$ cat config.mk
export PLATFORM = sky130hd
export DESIGN_NAME = encoder_4to2_sync
export DESIGN_NICKNAME = d
export VERILOG_FILES = /design/src/rtl/encoder_pkg.sv /design/src/rtl/encoder_4to2_core.sv /design/src/rtl/encoder_4to2_sync.sv
export SDC_FILE = /design/constraint.sdc
export NUM_CORES = 1
export LEC_CHECK = 0
export BUFFER_PORTS_ARGS = -buffer_cell sky130_fd_sc_hd__clkbuf_2
export CAP_MARGIN = 15
export CORE_AREA = 8 8 45 47
export DETAILED_ROUTE_END_ITERATION = 16
export DIE_AREA = 0 0 53 55
export GPL_ROUTABILITY_DRIVEN = 0
export PLACE_DENSITY = 0.3
export SYNTH_ARGS = -nofsm -noshare
export SYNTH_HDL_FRONTEND = slang
export SYNTH_SLANG_ARGS = --single-unit
$ cat constraint.sdc
create_clock -name clk -period 1.3 [get_ports clk]
set_input_delay 0.195 -clock clk [delete_from_list [all_inputs] [get_ports clk]]
set_output_delay 0.195 -clock clk [all_outputs]
set_load 0.05 [all_outputs]
$ cat src/rtl/encoder_pkg.sv
// encoder_pkg: shared widths, index type and priority-select helper for the 4-to-2 encoder.
package encoder_pkg;
   localparam int ENC_IN_W  = 4;
   localparam int ENC_IDX_W = 2;
   typedef logic [ENC_IDX_W-1:0] enc_idx_t;
   localparam enc_idx_t ENC_IDX_RST = 2'b00;
   // later hits overwrite earlier ones, so scan order picks the winner
   function automatic enc_idx_t enc_prio(input logic [0:ENC_IN_W-1] v, input logic high);
      enc_prio = ENC_IDX_RST;
      for (int i = 0; i < ENC_IN_W; i++)
         if (v[high ? i : ENC_IN_W-1-i]) enc_prio = enc_idx_t'(high ? i : ENC_IN_W-1-i);
   endfunction
endpackage

$ cat src/rtl/encoder_4to2_core.sv
// encoder_4to2_core: combinational priority encode; multi-hot flag only with ENCODER_4TO2_ERR_EN.
module encoder_4to2_core
   import encoder_pkg::*;
#(
   parameter int PRIORITY_HIGH = 1
) (
   input  logic [0:ENC_IN_W-1]  in,
   output logic [0:ENC_IDX_W-1] e,
   output logic                 valid,
   output logic                 err
);
   always_comb begin
      e     = enc_prio(in, PRIORITY_HIGH != 0);
      valid = |in;
`ifdef ENCODER_4TO2_ERR_EN
      err   = $countones(in) > 1;
`else
      err   = 1'b0;
`endif
   end
endmodule

$ cat src/rtl/encoder_4to2_sync.sv
// encoder_4to2_sync: registered 4-to-2 priority encoder with valid/multi-hot flags.
// err detection is compiled in only when ENCODER_4TO2_ERR_EN is defined.
module encoder_4to2_sync
   import encoder_pkg::*;
#(
   parameter int PRIORITY_HIGH = 1
) (
   input  logic                 clk,
   input  logic                 rst,
   input  logic                 en,
   input  logic [0:ENC_IN_W-1]  in,
   output logic [0:ENC_IDX_W-1] e,
   output logic                 valid,
   output logic                 err
);
   logic [0:ENC_IDX_W-1] e_c;
   logic                 valid_c;
   logic                 err_c;

   encoder_4to2_core #(.PRIORITY_HIGH(PRIORITY_HIGH)) u_core (
      .in(in),
      .e(e_c),
      .valid(valid_c),
      .err(err_c)
   );

   always_ff @(posedge clk) begin
      if (rst) begin
         e     <= ENC_IDX_RST;
         valid <= 1'b0;
         err   <= 1'b0;
      end else if (en) begin
         e     <= e_c;
         valid <= valid_c;
         err   <= err_c;
      end
   end
endmodule

==> impl_results.md <==
- TNS Setup: 0 ns
- Post-detailed-route DRC marker count: 0
- Antenna diode count: 0
- Total buffers and inverters traversed by the critical path: 1
- Post-layout instance area: 209.0 um2
- IR drop worst, VDD: 349.5 uV
- RSZ-0062 raised after global routing: false
- Number of sinks on the clock net: 3
- Fraction of the yosys area taken by sequential cells: 0.4800
- Worst slack at placement: 0.5090 ns
- Clock buffer count from CTS: 3
- Area of the mapped netlist: 125.1 um2
- Reg2reg start: e[1]
- Maximum level of the CTS H-tree: 1
- Largest delay contributor family on the critical path: flip-flops
- Clock-pin slew reported for the worst setup and hold paths after clock tree synthesis: 0.04 ns
- Commonest non-fill, non-tap cell in the layout: clkbuf_2
- Hold Fails Final Rpt: 0
- Number of input and output port buffers inserted: 9
- R2r worst-path depth: 2
- Largest net degree at the start of global routing: 7
- NetSw: 0.09902 mW
- # setup viols final: 0
- Root Buffer Master: clkbuf_4
- Cts-stage hold buffer count: 0
- Wirelength, routed: 390 um
- Type of destination of the critical path: output port
- Net Sw Frac: 0.2995
- Core outline area: 0.001384 mm2
- Mux contribution to synthesized area: 0
- Synth Net Count: 22
- Leakage dissipation: 0.1022 nW
- Number of slew-limit violations in the final report: 0
- Part of the power in registers: 0.312
- Net count reported at finish: 35
- Most frequent cells in the layout: clkbuf_2 (9), nor2_1 (5), clkbuf_4 (3), dfxtp_1 (3), a311oi_1 (2)
- Cell types occupying the most area after synthesis: dfxtp_1 (48%), nor2_1 (15%), a311oi_1 (14%), a211oi_1 (6.0%), buf_4 (6.0%)
- Max_cap viols: 0
- Synthesis-to-layout area growth: 67.00%
- Complex-gate fraction of the synthesized area: 0.2000
- Max incr delay on CP: 0.33 ns
- Slowest cell on the critical path: dfxtp_1
- Combinational fraction of design power: 0.189
- Aggregate global-route resource usage: 0.03714
- Largest buffer count on any clock path: 2
- Total cell area at the placement stage: 182.7 um2
- Kind of critical path: flop to output port
- Cells along the critical path: clkbuf_2
- HP Start: rst
- Synthesized netlist cell count: 15
- Number of antenna violations at the first check in global routing: 0
- Die Height: 55 um
- Critical Path RT: 1.11 ns
- Number of buffers inserted to repair setup after CTS: 0
- Hold WC Path Type: input pin to flop
- Vias post-DR: 156
- First-pass GRT wire length: 676 um
- Average cell area after synthesis: 8.341 um2
- Worst hold path endpoint: e[0]
- Number of instances resized during post-cts repair: 0
- Io pins: 11
- Clock tree from TritonCTS: yes
- Standard-cell row count: 14
- Post-route insts no fill: 43
- Floorplan die area: 0.002915 mm2
- Outcome: finished clean
- Fraction of synthesized cell area in xor and xnor cells: 0
- Final standard cell utilization of the core: 0.1510
- Post-route ant nets: 0
- Yosys top cell area share: 0.4800
- Number of register bits inferred by synthesis: 3
- Proportion of layout cells with a drive suffix above 1: 0.4444
- Worst-skew pair later-pin latency: 0.23 ns
- Vias in the first global route: 167
- Clock network fraction of total power: 0.499
- Highest Clock Rate: 959.8 MHz
- Routed wire per std cell: 9.070 um
- Power density cells: 1583 mW/mm2
- R2r setup slk: 0.60 ns
- Cell variety after synth: 8
- Warnings from Yosys: 0
- Mean number of vias per cell: 3.628
- DR iter-0 viols: 3
- Worst hold path cell count: 2
- Total stage count of the critical path: 1
- Worst endpoint data arrival time: 0.85 ns
- Adder and majority cell fraction of the synthesized area: 0
- Leftover overflow at the end of global routing: 0
- Startpoint class of the critical path: flop
- Worst Setup Slack, final: 0.2582 ns
- Maximum fanout count along the critical path: 2
- Main combinational cell family by area after synthesis: simple AND/OR/NAND/NOR gates
- Filler cell count in the final layout: 162
- Die X-Extent: 53 um
- First-pass iteration count of the detailed router: 4
- Starting density of the core: 0.09042
- Area fraction in and, or, nand and nor cells after synthesis: 0.2000
- Crit share post-route: 0.8014
- Placed cells: 39
- Critical register-to-register path endpoint: e[1]
- Worst Clk Skew: 0 ns
- P_int: 0.2316 mW
- Largest area contributor in the netlist: dfxtp_1
- Final critical path time including I/O delays and setup: 1.042 ns
-- kinds of logic (layout without fill, tap and decap cells) --
group / count (synthesis) / after routing
AO/OA/AOI/OAI: 3 / 3
AND/OR/NAND/NOR: 6 / 6
flip-flops: 3 / 3
buffers and inverters: 2 / 14
other: 1 / 1
-- worst max-delay path by stage --
stage	start	to	slack, ns
after floorplan	e[1]	e[1]	0.31
after global routing	e[0]	e[0]	0.23
after global placement	valid	valid	0.52
after CTS	e[0]	e[0]	0.25
final	e[1]	e[1]	0.26
after detailed placement	e[0]	e[0]	0.51
-- state kept, by name, indices dropped and copies added, names as in the netlist --
name,count
e,2
valid,1
-- final cells by class --
| type | count | area (um2) | share of cell area |
|---|---|---|---|
| clock buffers | 4 | 26.28 | 0.1257 |
| inverters | 1 | 3.754 | 0.01796 |
| multi-input cells | 10 | 53.80 | 0.2575 |
| flip-flops and latches | 3 | 60.06 | 0.2874 |
| well taps | 16 | 20.02 | 0.09581 |
| repair buffers | 9 | 45.04 | 0.2156 |
-- synth_stat cells, drive strengths merged --
| cell type | count |
|---|---|
| buf | 1 |
| nand2b | 1 |
| nor2 | 5 |
| conb | 1 |
| inv | 1 |
| dfxtp | 3 |
| a211oi | 1 |
| a311oi | 2 |
-- stage by stage --
step | hold slack, ns | power [mW]
floorplan | 0.2671 | 0.1476
global placement | 0.4001 | 0.1661
detailed placement | 0.3970 | 0.1673
CTS | 0.1473 | 0.3373
global route | 0.1616 | 0.3533
finish | 0.1589 | 0.3307
-- power by group through the flow --
stage	clock, mW	combinational [mW]	sequential (mW)
final	0.165	0.0624	0.103
after global routing	0.181	0.0681	0.104
after CTS	0.171	0.0627	0.103
after detailed placement	0	0.0627	0.105
after global placement	0	0.0621	0.104
after floorplan	0	0.0187	0.129
-- layer usage --
layer / global-route usage / vias to the layer above / part of all wire
met5: 0 / - / 0
met4: 0.03879 / 0 / 0
met3: 0.04545 / 0 / 0.19
met2: 0.03711 / 13 / 0.34
met1: 0.03490 / 68 / 0.46
li1: - / 75 / -
(Power assumes the default switching activity.)
